===== src/rtl/seq_detect_moore.sv =====
// rtl/seq_detect_moore.sv - runtime-programmable Moore serial sequence detector
// Overlapping/non-overlapping matching, saturating hit counter, illegal-config flag.
module seq_detect_moore #(
  parameter int MAX_LEN = 8,
  parameter int LEN_W   = $clog2(MAX_LEN + 1),
  parameter int CNT_W   = 8
) (
  input  logic               clk,
  input  logic               rst,
  input  logic               cfg_load,
  input  logic [MAX_LEN-1:0] cfg_pattern,
  input  logic [LEN_W-1:0]   cfg_len,
  input  logic               cfg_overlap,
  input  logic               clr_count,
  input  logic               din_valid,
  input  logic               din,
  output logic               match,
  output logic [CNT_W-1:0]   match_count,
  output logic               cfg_err
);

  typedef enum logic [1:0] {UNCFG, SEARCH, HIT} state_t;

  localparam logic [LEN_W-1:0] MAX_LEN_L = LEN_W'(MAX_LEN);

  state_t             state_q;
  logic [MAX_LEN-1:0] pat_q;
  logic [MAX_LEN-1:0] hist_q;
  logic [MAX_LEN-1:0] hist_d;
  logic [MAX_LEN-1:0] mask;
  logic [LEN_W-1:0]   len_q;
  logic [LEN_W-1:0]   fill_q;
  logic [LEN_W-1:0]   fill_d;
  logic               ovl_q;
  logic               match_q;
  logic               err_q;
  logic [CNT_W-1:0]   cnt_q;
  logic               cfg_legal;
  logic               hit;
  logic               hit_entry;

  // Compare against the history as it will look after the incoming bit.
  always_comb begin
    hist_d = MAX_LEN'({hist_q, din});
    fill_d = (fill_q < len_q) ? fill_q + LEN_W'(1) : len_q;
    mask   = '0;
    for (int i = 0; i < MAX_LEN; i++) begin
      mask[i] = (i < int'(len_q));
    end
    hit = (fill_d == len_q) && (((hist_d ^ pat_q) & mask) == '0);
  end

  assign cfg_legal = (cfg_len != '0) && (cfg_len <= MAX_LEN_L);
  assign hit_entry = !cfg_load && (state_q != UNCFG) && din_valid && hit;

  always_ff @(posedge clk) begin
    if (rst) begin
      state_q <= UNCFG;
      pat_q   <= '0;
      len_q   <= '0;
      ovl_q   <= 1'b0;
      hist_q  <= '0;
      fill_q  <= '0;
      match_q <= 1'b0;
      err_q   <= 1'b0;
      cnt_q   <= '0;
    end else begin
      // A clear coinciding with a hit still counts that hit.
      if (hit_entry) begin
        if (clr_count) begin
          cnt_q <= CNT_W'(1);
        end else if (cnt_q != '1) begin
          cnt_q <= cnt_q + CNT_W'(1);
        end
      end else if (clr_count) begin
        cnt_q <= '0;
      end

      if (cfg_load) begin
        match_q <= 1'b0;
        if (cfg_legal) begin
          state_q <= SEARCH;
          pat_q   <= cfg_pattern;
          len_q   <= cfg_len;
          ovl_q   <= cfg_overlap;
          hist_q  <= '0;
          fill_q  <= '0;
          err_q   <= 1'b0;
        end else begin
          state_q <= UNCFG;
          err_q   <= 1'b1;
        end
      end else if (state_q == UNCFG) begin
        match_q <= 1'b0;
      end else if (din_valid) begin
        hist_q <= hist_d;
        if (hit) begin
          state_q <= HIT;
          match_q <= 1'b1;
          fill_q  <= ovl_q ? fill_d : '0;
        end else begin
          state_q <= SEARCH;
          match_q <= 1'b0;
          fill_q  <= fill_d;
        end
      end else begin
        state_q <= SEARCH;
        match_q <= 1'b0;
      end
    end
  end

  assign match       = match_q;
  assign match_count = cnt_q;
  assign cfg_err     = err_q;

endmodule


===== config.mk =====
export PLATFORM = sky130hd
export DESIGN_NAME = seq_detect_moore
export DESIGN_NICKNAME = d
export VERILOG_FILES = /design/src/rtl/seq_detect_moore.sv
export SDC_FILE = /design/constraint.sdc
export NUM_CORES = 1
export LEC_CHECK = 0
export BUFFER_PORTS_ARGS = -buffer_cell sky130_fd_sc_hd__buf_2
export CORE_UTILIZATION = 56
export DETAILED_ROUTE_END_ITERATION = 10
export GPL_ROUTABILITY_DRIVEN = 0
export PLACE_DENSITY_LB_ADDON = 0.1
export SYNTH_ARGS = -nofsm -noshare
export SYNTH_HDL_FRONTEND = slang
export SYNTH_SLANG_ARGS = --single-unit

===== constraint.sdc =====
create_clock -name clk -period 2.9 [get_ports clk]
set_input_delay 0.435 -clock clk [delete_from_list [all_inputs] [get_ports clk]]
set_output_delay 0.435 -clock clk [all_outputs]
set_load 0.01 [all_outputs]

# Yosys cells after proc, flatten, opt, wreduce, memory -nomap -nowiden
# Cells that the tools add are included.
# word_totals
regBits	36
inputBits	19
output_inout_bits	10
elab_cells	67
# classes
n_addsub	2
magnitude_cmp	10
n_eq_ne	4
n_mux	22
bitwise	3
n_reduce_logical	17
# op_table
cell	count
$mux 8	4
$mux 4	7
$mux 7	4
$lt 3x4->1 const A	4
$add 8x1->8 const B	1
$and 8x8->8	1
$logic_not 8->1	1
$lt 1x4->1 const A	2
$lt 2x4->1 const A	2
$mux 2	4
$ne 8x8->1 const B	1
$reduce_bool 2->1	4
$xor 8x8->8	1
$logic_and 1x1->1	5
$add 4x1->4 const B	1
$eq 4x4->1	1
$le 4x4->1 const B	1
$lt 4x4->1	1
$reduce_and 2->1	2
$reduce_bool 4->1	1
$reduce_or 4->1	1
$mux 1	3
$reduce_and 3->1	1
$logic_not 2->1	1
4 further kinds	4

# Depth between registers and ports, before layout
# logic_depth
word_depth	8
depth_mapped	9
depth_no_buf	7

# Worst setup path before layout
# Ideal clock, no wire load.
# synth_path
kind	reg2reg
start	reg fill_q[0]
end	reg cnt_q[7], in the netlist match_count[7]
setup_ns	0.135
arrival_time_ns	1.924
required_time_ns	2.765
setup_slack_ns	0.841
path_stages_with_launch	9
path_buffers	1
period_less_slack_ns	2.059
cell_sequence	dfxtp_1 ha_1 xnor2_1 xnor2_1 nor4_4 o2111ai_1 buf_2 o311ai_0 o41ai_1
# synth_via
elab_chain_len	7
word_cells_on_any_way	9
classes_between	add/sub: 1; order compare: 1; eq/ne: 1; mux: 2; reduce/logical: 4
# synth_lines
item	line_no	text
start: declaration	32	logic [LEN_W-1:0] fill_q;
start signal: assignment	100	fill_q <= ovl_q ? fill_d : '0;
start signal: assignment	104	fill_q <= fill_d;
$add 4x1->4 / $lt 4x4->1 (equally long branches)	45	fill_d = (fill_q < len_q) ? fill_q + LEN_W'(1) : len_q;
$mux 4 (*)	45	
$eq 4x4->1 (*)	50	hit = (fill_d == len_q) && (((hist_d ^ pat_q) & mask) == '0);
$logic_and 1x1->1 (*)	50	
$logic_and 1x1->1 (*)	54	assign hit_entry = !cfg_load && (state_q != UNCFG) && din_valid && hit;
$reduce_bool 2->1 (no line)	n/a	
$reduce_and 2->1 (no line)	n/a	
end signal: assignment	73	cnt_q <= cnt_q + CNT_W'(1);
end: declaration	37	logic [CNT_W-1:0] cnt_q;
# Every way passes the cells marked *; elsewhere a longest branch is shown, timed or not.
# A chain may end at the register's enable or synchronous reset.

# Worst setup path in the final report
# layout_path
start	reg len_q[3]
end	reg cnt_q[5], in the netlist match_count[5]
# layout_via
elab_chain_len	7
word_cells_on_any_way	18
classes_between	order compare: 9; eq/ne: 1; mux: 2; bitwise: 1; reduce/logical: 5
# layout_lines
item	line_no	text
start: declaration	31	logic [LEN_W-1:0] len_q;
start signal: assignment	84	len_q <= cfg_len;
$lt 4x4->1, or another cell as far along	45	
$mux 4 / $and 8x8->8 (equally long branches)	45, 50	
$eq 4x4->1 / $logic_not 8->1 (equally long branches)	50	
$logic_and 1x1->1 (*)	50	
$logic_and 1x1->1 (*)	54	
$reduce_bool 2->1 (no line)	n/a	
$reduce_and 2->1 (no line)	n/a	
# Marked as above.

==> results.md <==
- Seq/Total Area, Yosys: 0.380
- Share of post-route cells with drive strength above 1: 0.162
- Max VDD drop: 430 uV
- CP Launch Type: flop
- Clock transition at path regs: 0.11 ns
- Pin count of the biggest net entering global routing: 31
- H-Tree Depth: 2
- IO buf count: 28
- Clock sinks: 36
- Nature of the critical path endpoint: flop
- Cell count after placement: 295
- Critical-path top delay cell: or4_1
- Crit path time final: 2.54 ns
- Site Rows: 20
- Setup_tns: 0 ns
- Max-Cap Viols: 0
- Drt pass-1 iters: 4
- Clock buffer depth: 2
- Final Cycle Share: 0.876
- Post-synth design cell area: 1890 um2
- F_max: 394 MHz
- Slew Viols, Final: 0
- Final non-filler cell total: 303
- Die width: 60.2 um
- I/O pins: 29
- Relative slew slack: 0.463
- Post-route ant nets: 0
- Final Hold Vio Count: 0
- Synth Warn #: 0
- Met1 global-route usage: 0.338
- Cell breakdown of the critical path: inv_1, ha_1, nand2_1, o21ai_0, buf_4, o2111ai_1, or4_1, a21oi_1
- WL/cell: 12.8 um
- Worst Tran Pin Value: 0.800 ns
- Finished Cell Area: 2150 um2
- Clk_skew: 0.0121 ns
- Synthesized flop and latch total: 36
- Syn Nets: 253
- Area growth from synthesis to layout: 13.7%
- # DRC: 0
- Async set-reset flop share out of synthesis: 0
- FF-to-FF Start: len_q[3]
- Place WS: 0.420 ns
- CTS tree: yes
- Synth unique cells: 41
- Total number of vias: 1672
- Data arrival, critical path: 2.81 ns
- Drt initial violations: 113
- CP bufs+invs: 2
- Total GRT Usage: 0.250
- Unrepaired setup endpoints after global routing: no
- Post-synth EDFFs: 0
- Mapped Cells: 229
- Final net count: 282
- Met3 Usage GRT: 0.0563
- CP startpoint: len_q[3]
- Via/cell ratio: 5.52
- Routed wire length: 3890 um
- CP Max Fanout: 12
- Vias in the first global route: 1447
- Clock Root Buffer: clkbuf_4
- Clock latency at the later pin of the worst-skew pair: 0.35 ns
- Leak: 0.834 nW
- Syn Area/Cell: 8.27 um2
- Synth area leaders: dfxtp_1 38%, a21oi_1 5.8%, mux2i_1 5.8%
- Initial Util: 0.606
- Leading area contributor after synthesis: dfxtp_1
- # fillers: 275
- M2 GR Usage: 0.377
- Post-CTS Hold Fix Bufs: 0
- Final setup viols: 0
- Worst Path Required: 3.17 ns
- Die height: 60.2 um
- Cts repair resizes: 0
- Die area: 3620 um2
- Register area: 721 um2
- Placed Area: 2060 um2
- Slowest Stage Delay on Critical Path: 0.59 ns
- Final WS setup: 0.360 ns
- Power density cells: 483 nW/um2
- CTS buffer count: 5
- Ant diodes: 0
- Multi-input logic area: 1090 um2
- Antenna violations before repair: 0
- Postcts setup bufs: 0
- Top_reg_cell synth: dfxtp_1
- First-pass GRT wire length: 6510 um
- Kind of cell adding the most delay to the critical path: compound AO/OA/AOI/OAI gates
- Total grt overflow: 0
- Worst hold path class: primary input to flop
- Core area: 3130 um2
- GR peak layer: met2
- Post-synth top area share: 0.380
- DP HPWL: 2820 um
- Worst setup path class: flop to flop
- Hold path startpoint: cfg_pattern[7]
- Status: complete, no violations
-- per-layer routing --
layer  routed length (um)  up-vias  share of wire
li1                     -      871              -
met1                 1850      745           0.47
met2                 1750       49           0.45
met3                  232        7          0.060
met4                   61        0          0.016
met5                    0        -              0
-- cells in the final DEF, fill, tap and decap left out, types with 6 or more instances in the layout --
master / count
o21ai_0: 11
dfxtp_1: 36
a21oi_1: 22
buf_2: 28
xnor2_1: 12
nand3_1: 8
nor3_1: 6
mux2i_1: 11
nor2_1: 21
inv_1: 8
nor2b_1: 8
nand2_1: 28
-- kinds of logic after synthesis --
kind of cell / synth area share
AOI/OAI and AO/OA: 0.192
adders and majority gates: 0.0330
xor gates and xnor gates: 0.0647
DFF: 0.380
buffers and inverters: 0.0462
muxes: 0.0581
and+or+nand+nor: 0.226
-- through the flow --
step	util	hold WS [ns]	power (W)
after CTS	0.688	0.307	0.00105
after detailed placement	0.658	0.462	0.000658
after global routing	0.688	0.310	0.00108
after global placement	0.658	0.447	0.000657
final	0.688	0.314	0.00104
after floorplan	-	0.449	0.000616
-- synthesized netlist by cell type, types with 2 or more instances --
cell	instances
ha_1	5
a21oi_1	22
o31ai_1	4
dfxtp_1	36
nor3_1	6
nand2_1	28
nand2b_1	3
o21a_1	2
or3_1	3
mux2i_1	11
nor2_1	21
or4_1	3
o211ai_1	3
xnor2_1	12
o21ai_0	11
inv_1	8
o311ai_0	2
nand3_1	8
clkbuf_1	5
nor2b_1	8
xor2_1	2
o22ai_1	3
o2111ai_1	2
o41ai_1	3
buf_6	2
-- state kept, by name, indices dropped and copies added, names as in the netlist --
register / cells
cfg_err: 1
hist_q: 7
pat_q: 8
fill_q: 4
match_count: 8
len_q: 4
match: 1
ovl_q: 1
state_q: 2
-- final cells by class --
class | instances | share of cell area
clock buffers | 7 | 0.0302
clock inverters | 1 | 0.0139
multi-input cells | 175 | 0.504
inverters | 9 | 0.0157
repair buffers | 31 | 0.0755
well taps | 44 | 0.0256
flip-flops and latches | 36 | 0.335
-- final timing paths --
path,end,slack [ns],cells past startpoint
max,match_count[5],0.36,8
min,pat_q[7],0.31,3
max reg2reg,match_count[5],0.36,8
min reg2reg,pat_q[7],0.48,2
-- power by group --
group	total, W	internal [W]	switching, W
sequential	0.000519	0.000507	0.0000121
combinational	0.000129	0.0000536	0.0000756
clock	0.000392	0.000229	0.000163
-- worst register-to-register path, delay by kind of cell (launching register included) --
| family | cells | cell delay (ns) |
|---|---|---|
| AOI/OAI and AO/OA | 3 | 0.68 |
| and+or+nand+nor | 2 | 0.65 |
| DFF | 1 | 0.49 |
| buffers and inverters | 2 | 0.32 |
| adders and majority gates | 1 | 0.32 |
No activity file was read; power rests on OpenSTA's default activity.
